File: src/rtl/dcache_controller.sv
// Direct-mapped write-back/write-allocate data cache, 8 lines x 128 bits, sitting between CPU and block memory.
// Latency: hits complete with no stall; a clean miss stalls 4 edges and a dirty miss 6 edges against a one-edge memory.
// Backpressure: CPU_BUSYWAIT holds the CPU during a miss; MEM_BUSYWAIT stretches the WRITEBACK and FETCH states.
module dcache_controller (
   input  logic         CLK,
   input  logic         RESET_N,
   input  logic         CPU_READ,
   input  logic         CPU_WRITE,
   input  logic [31:0]  CPU_ADDRESS,
   input  logic [31:0]  CPU_WRITEDATA,
   output logic [31:0]  CPU_READDATA,
   output logic         CPU_BUSYWAIT,
   output logic         MEM_READ,
   output logic         MEM_WRITE,
   output logic [27:0]  MEM_ADDRESS,
   output logic [127:0] MEM_WRITEDATA,
   input  logic [127:0] MEM_READDATA,
   input  logic         MEM_BUSYWAIT
);

   typedef enum logic [1:0] {
      S_IDLE      = 2'd0,
      S_WRITEBACK = 2'd1,
      S_FETCH     = 2'd2,
      S_UPDATE    = 2'd3
   } state_t;

   state_t         state_q, state_d;
   logic           mem_read_q, mem_read_d;
   logic           mem_write_q, mem_write_d;
   logic [27:0]    mem_address_q, mem_address_d;
   logic [127:0]   mem_writedata_q, mem_writedata_d;
   logic [127:0]   buffer_q, buffer_d;
   // Set once a memory request has been seen at an edge; the first edge of a request is never its completion.
   logic           req_old_q, req_old_d;

   logic [127:0]   data_q [8];
   logic [127:0]   data_d [8];
   logic [24:0]    tag_q [8];
   logic [24:0]    tag_d [8];
   logic [7:0]     valid_q, valid_d;
   logic [7:0]     dirty_q, dirty_d;

   logic [24:0]    addr_tag;
   logic [2:0]     addr_idx;
   logic [6:0]     word_lsb;
   logic           access;
   logic           hit;
   logic           mem_done;
   logic           unused_addr_bits;

   assign addr_tag         = CPU_ADDRESS[31:7];
   assign addr_idx         = CPU_ADDRESS[6:4];
   assign word_lsb         = {CPU_ADDRESS[3:2], 5'd0};
   assign unused_addr_bits = ^CPU_ADDRESS[1:0];

   // Read and write together, or neither, is not an access.
   assign access   = CPU_READ ^ CPU_WRITE;
   assign hit      = valid_q[addr_idx] && (tag_q[addr_idx] == addr_tag);
   assign mem_done = !MEM_BUSYWAIT && req_old_q;

   assign MEM_READ      = mem_read_q;
   assign MEM_WRITE     = mem_write_q;
   assign MEM_ADDRESS   = mem_address_q;
   assign MEM_WRITEDATA = mem_writedata_q;

   // Load data is the addressed word of a resident line, zero otherwise.
   always_comb begin
      CPU_READDATA = 32'd0;
      if (hit) begin
         CPU_READDATA = data_q[addr_idx][word_lsb +: 32];
      end
   end

   // Stall only on a miss in IDLE or on any access while a miss is in progress; never while reset is held.
   always_comb begin
      CPU_BUSYWAIT = 1'b0;
      if (RESET_N && access) begin
         CPU_BUSYWAIT = (state_q != S_IDLE) || !hit;
      end
   end

   // Next-state, memory request and array update logic.
   always_comb begin
      state_d         = state_q;
      mem_read_d      = mem_read_q;
      mem_write_d     = mem_write_q;
      mem_address_d   = mem_address_q;
      mem_writedata_d = mem_writedata_q;
      buffer_d        = buffer_q;
      data_d          = data_q;
      tag_d           = tag_q;
      valid_d         = valid_q;
      dirty_d         = dirty_q;
      req_old_d       = (mem_read_q || mem_write_q) && !mem_done;

      case (state_q)
         S_IDLE: begin
            if (access && !hit) begin
               if (valid_q[addr_idx] && dirty_q[addr_idx]) begin
                  state_d         = S_WRITEBACK;
                  mem_write_d     = 1'b1;
                  mem_address_d   = {tag_q[addr_idx], addr_idx};
                  mem_writedata_d = data_q[addr_idx];
               end else begin
                  state_d       = S_FETCH;
                  mem_read_d    = 1'b1;
                  mem_address_d = CPU_ADDRESS[31:4];
               end
            end else if (access && CPU_WRITE) begin
               data_d[addr_idx][word_lsb +: 32] = CPU_WRITEDATA;
               dirty_d[addr_idx]                = 1'b1;
            end
         end
         S_WRITEBACK: begin
            if (mem_done) begin
               state_d       = S_FETCH;
               mem_write_d   = 1'b0;
               mem_read_d    = 1'b1;
               mem_address_d = CPU_ADDRESS[31:4];
            end
         end
         S_FETCH: begin
            if (mem_done) begin
               state_d    = S_UPDATE;
               mem_read_d = 1'b0;
               buffer_d   = MEM_READDATA;
            end
         end
         S_UPDATE: begin
            data_d[addr_idx]  = buffer_q;
            tag_d[addr_idx]   = addr_tag;
            valid_d[addr_idx] = 1'b1;
            dirty_d[addr_idx] = 1'b0;
            state_d           = S_IDLE;
         end
         default: begin
            state_d = S_IDLE;
         end
      endcase
   end

   // State and array registers; reset drops any in-flight request and invalidates every line.
   always_ff @(posedge CLK or negedge RESET_N) begin
      if (!RESET_N) begin
         state_q         <= S_IDLE;
         mem_read_q      <= 1'b0;
         mem_write_q     <= 1'b0;
         mem_address_q   <= 28'd0;
         mem_writedata_q <= 128'd0;
         buffer_q        <= 128'd0;
         req_old_q       <= 1'b0;
         valid_q         <= 8'd0;
         dirty_q         <= 8'd0;
         for (int i = 0; i < 8; i++) begin
            data_q[i] <= 128'd0;
            tag_q[i]  <= 25'd0;
         end
      end else begin
         state_q         <= state_d;
         mem_read_q      <= mem_read_d;
         mem_write_q     <= mem_write_d;
         mem_address_q   <= mem_address_d;
         mem_writedata_q <= mem_writedata_d;
         buffer_q        <= buffer_d;
         req_old_q       <= req_old_d;
         valid_q         <= valid_d;
         dirty_q         <= dirty_d;
         for (int i = 0; i < 8; i++) begin
            data_q[i] <= data_d[i];
            tag_q[i]  <= tag_d[i];
         end
      end
   end

endmodule

File: config.mk
export PLATFORM = sky130hd
export DESIGN_NAME = dcache_controller
export DESIGN_NICKNAME = d
export VERILOG_FILES = /design/src/rtl/dcache_controller.sv
export SDC_FILE = /design/constraint.sdc
export NUM_CORES = 2
export LEC_CHECK = 0
export CAP_MARGIN = 5
export CORE_MARGIN = 4
export CORE_UTILIZATION = 33
export CTS_CLUSTER_SIZE = 30
export DETAILED_ROUTE_END_ITERATION = 16
export GPL_TIMING_DRIVEN = 0
export PLACE_DENSITY_LB_ADDON = 0.1
export SETUP_SLACK_MARGIN = 0.15
export SLEW_MARGIN = 20
export SYNTH_ARGS = -nofsm -noshare
export SYNTH_HDL_FRONTEND = slang
export SYNTH_SLANG_ARGS = --single-unit
File: constraint.sdc
create_clock -name CLK -period 3.2 [get_ports CLK]
set_input_delay 0.32 -clock CLK [delete_from_list [all_inputs] [get_ports CLK]]
set_output_delay 0.32 -clock CLK [all_outputs]
set_load 0.01 [all_outputs]
==> impl_results.md <==
* Tot GR Track Use at 0.3929
* Mapped Nets at 6664
* Post-layout util at 0.4382
* R2R Path Start: state_q[0]$_DFFE_PN0P_
* Power Density at 738.0 mW/mm2
* Status: complete, but fails checks
* Top cell type's share of synthesized area at 0.5104
* H-tree Lvls at 4
* Post-synthesis cell type count at 75
* Die span in x at 484.6 um
* Top cell family by delay on the critical path: buffers and inverters
* Design area at 0.09873 mm2
* Share of post-route cells with drive strength above 1 at 0.2659
* Post-detailed-route wirelength per cell at 46.15 um
* Max Cap Viol at 0
* Cell area after synthesis at 0.07497 mm2
* FF-to-FF setup slack at -0.73 ns
* Leakage dissipation at 37.75 nW
* PnR worst setup slack at -1.241 ns
* Drt first pass iters at 9
* Row Count at 174
* IO Count at 388
* Final Hold Viols at 20
* Crit path cell chain: buf_4 > buf_6 > clkinvlp_4 > nor2_1 > clkbuf_4 > buf_16 > clkbuf_2 > buf_12 > a22oi_1 > and3_1 > mux4_2 > nor2_4 > buf_6
* CTS tree: built
* Vias per cell at 6.900
* CP startpoint kind: input port
* HP Class: input port to asynchronous set/reset pin
* Rel. slew slack at 0.06524
* First-iteration detailed-routing DRC count at 10.99k
* DRC viols at 0
* Slew Viols, Final at 0
* Initial antenna violation count at 96
* Synth area leader: dfrtp_1
* Crit-path max cell delay at 0.58 ns
* Synth Area in XOR/XNOR at 0.002103
* Min Clock Period, post-route at 4.441 ns
* Root Driver: clkbuf_16
* Slew @ Worst Pin at 1.398 ns
* Main flop type after synthesis: dfrtp_1
* Instance count of the mapped netlist at 6457
* Mux contribution to synthesized area at 0.08482
* VDD IR max at 568.0 uV
* Main combinational cell family by area after synthesis: compound AO/OA/AOI/OAI gates
* Most common cell on crit path: buf_6
* FFs w/ async S/R, synth at 1.000
* Worst skew pair latency at 0.89 ns
* Num CTS Buffers at 184
* Final WL at 486000 um
* Number of buffers and inverters on the critical path at 8
* Most common cell after layout, fill and taps aside: dfrtp_1
* Seq/Total Area, Yosys at 0.5104
* Seq cells post-synth at 1529
* CTS max path bufs at 3
* Synth Area in Compound Gates at 0.3023
* Total Power at 0.07287 W
* Antenna-violating nets left at 0
* R2r endpoint: data_q[549]$_DFFE_PN0P_
* Fin Hold WS at -0.05587 ns
* Top cells by area, synth: dfrtp_1 51%, a22oi_1 13%, o2bb2ai_1 12%
* Synth Area in Simple Gates at 0.04234
* Clk_skew at 0.05664 ns
* Largest net degree at the start of global routing at 142
* Worst Setup End Kind: output port
* Clk pin slew, worst setup/hold paths at 0.06 ns
* Area grow syn2layout at 31.69%
* Die Y at 484.6 um
* Syn avg cell area at 11.61 um2
* Fin crit share at 1.388
* Req. time, crit path at 2.88 ns
* DP Area at 0.08507 mm2
* F_max at 225.2 MHz
* CP arrival at 4.12 ns
* Synthesis warning total at 0
* Vias in the first global route at 67.93k
* Violated checks: negative hold slack, negative setup slack
* HPWL after DPL at 335400 um
* Final nets at 7500
* Grt ovf at 0
* CP max FO at 10
* Die area at 0.2349 mm2
* Worst-case reg-to-reg path depth at 8
* Routability congestion estimate at 1.006
* IO Port Bufs at 364
* Starting Density at 0.3327
* First-pass GRT wire length at 632100 um
* Core ar. at 0.2253 mm2
* Worst Setup Path Type: input port to output port
* RSZ-0062 raised after global routing: true
* Post-synth EDFFs at 0
* Final Setup Violations at 1354
* Clock sinks at 1529
* Slowest cell on the critical path: mux4_2
* Adder-cell share of the synthesized area at 0.001669
* Commonest non-fill, non-tap cells in the layout: 1529 x dfrtp_1, 1318 x a22oi_1, 932 x o2bb2ai_1, 352 x mux2_2, 321 x clkdlybuf4s50_1
* Detailed-route via count at 72.66k
* Setup slack at placement at -3.947 ns
[tightest hold or removal path, stage by stage]
cell and delay (ns):
buf_16 0.08, buf_12 0.09, buf_12 0.08, buf_12 0.08, buf_12 0.08, buf_12 0.16, buf_16 0.37
[synthesized netlist by cell type, types with 6 or more instances]
| library cell | count |
|---|---|
| xnor2_1 | 13 |
| and2_1 | 119 |
| buf_1 | 278 |
| a22o_1 | 83 |
| mux2_2 | 352 |
| nor4_1 | 6 |
| or2_1 | 7 |
| dfrtp_1 | 1529 |
| a31o_1 | 7 |
| or2_2 | 6 |
| and4_1 | 28 |
| nand2b_1 | 7 |
| nor3_1 | 18 |
| a22oi_1 | 1318 |
| o2bb2ai_1 | 1015 |
| a21oi_2 | 117 |
| a221oi_1 | 93 |
| o21bai_1 | 26 |
| mux2_1 | 20 |
| clkbuf_2 | 41 |
| nor2_1 | 189 |
| nand3_1 | 14 |
| mux2_4 | 12 |
| and2_0 | 23 |
| mux4_2 | 66 |
| buf_2 | 105 |
| o22ai_1 | 15 |
| o21ai_0 | 36 |
| mux2i_1 | 48 |
| a21oi_1 | 43 |
| clkbuf_1 | 500 |
| nor2b_1 | 11 |
| buf_4 | 11 |
| nand4_1 | 13 |
| nand2_1 | 36 |
| inv_1 | 16 |
| buf_6 | 36 |
| a222oi_1 | 12 |
| ha_1 | 10 |
| o21ai_1 | 27 |
| and3_1 | 92 |
[sequential cells by signal (all words and copies together) (netlist names), named ones only]
name / flops
MEM_READ: 1
MEM_ADDRESS: 28
buffer_q: 128
req_old_q: 1
valid_q: 8
state_q: 2
MEM_WRITEDATA: 128
tag_q: 200
MEM_WRITE: 1
data_q: 1024
[layout make-up]
type                    count  area (um2)
repair buffers            651        8636
fillers                 21130      126600
clock buffers             288        5580
plain buffers             972        6815
diodes                    100       250.2
multi-input cells        3936       34810
well taps                2992        3744
clock inverters            44       556.8
inverters                  19       80.08
flip-flops and latches   1529       38260
[report_power, final]
| group | internal [W] | leakage [nW] | switching [W] |
|---|---|---|---|
| sequential | 0.0240 | 20.5 | 0.00270 |
| combinational | 0.00958 | 14.3 | 0.0146 |
| clock | 0.0125 | 3.02 | 0.00943 |
[worst max-delay path by stage]
stage                                      from                       to  cells after the start
after global routing      tag_q[27]$_DFFE_PN0P_         CPU_READDATA[18]                     11
after global placement                  RESET_N  data_q[169]$_DFFE_PN0P_                      1
after CTS                 tag_q[38]$_DFFE_PN0P_         CPU_READDATA[16]                     11
after detailed placement         CPU_ADDRESS[5]         CPU_READDATA[18]                     13
final                            CPU_ADDRESS[6]         CPU_READDATA[16]                     13
after floorplan                  CPU_ADDRESS[4]         CPU_READDATA[11]                     11
[routing by layer]
layer | vias to the layer above | share of wire | GRT usage
met5 | - | 0.0011 | 0.001429
met4 | 52 | 0.094 | 0.2981
met3 | 1856 | 0.14 | 0.1898
met2 | 6241 | 0.39 | 0.5300
met1 | 37390 | 0.37 | 0.4783
li1 | 27120 | - | -
[logic make-up (layout without fill, tap and decap cells)]
kind of cell | Yosys count | in the layout
buf+inv | 992 | 1974
compound gates | 2824 | 2824
mux | 499 | 499
other cells | 0 | 100
fa+ha+maj | 10 | 10
xor+xnor | 18 | 18
simple gates | 585 | 585
flops | 1529 | 1529
[per-stage QoR]
step	instances	TNS (ns)
after floorplan	6457	0
after global placement	9813	-
after detailed placement	9914	-2986.21
after CTS	10310	-548.85
after global routing	10470	-569.04
final	10530	-515.87
[what timing repair did]
action                                  4_1_cts  5_1_grt
gates resized for setup                     647     1085
cloned                                        7       47
hold buffers                                 26        0
endpoints found under the hold margin       199        0
pin swaps                                    43       42
buffers inserted                             35       71
endpoints found under the setup margin     1433     1391
No activity file was read; power rests on OpenSTA's default activity.
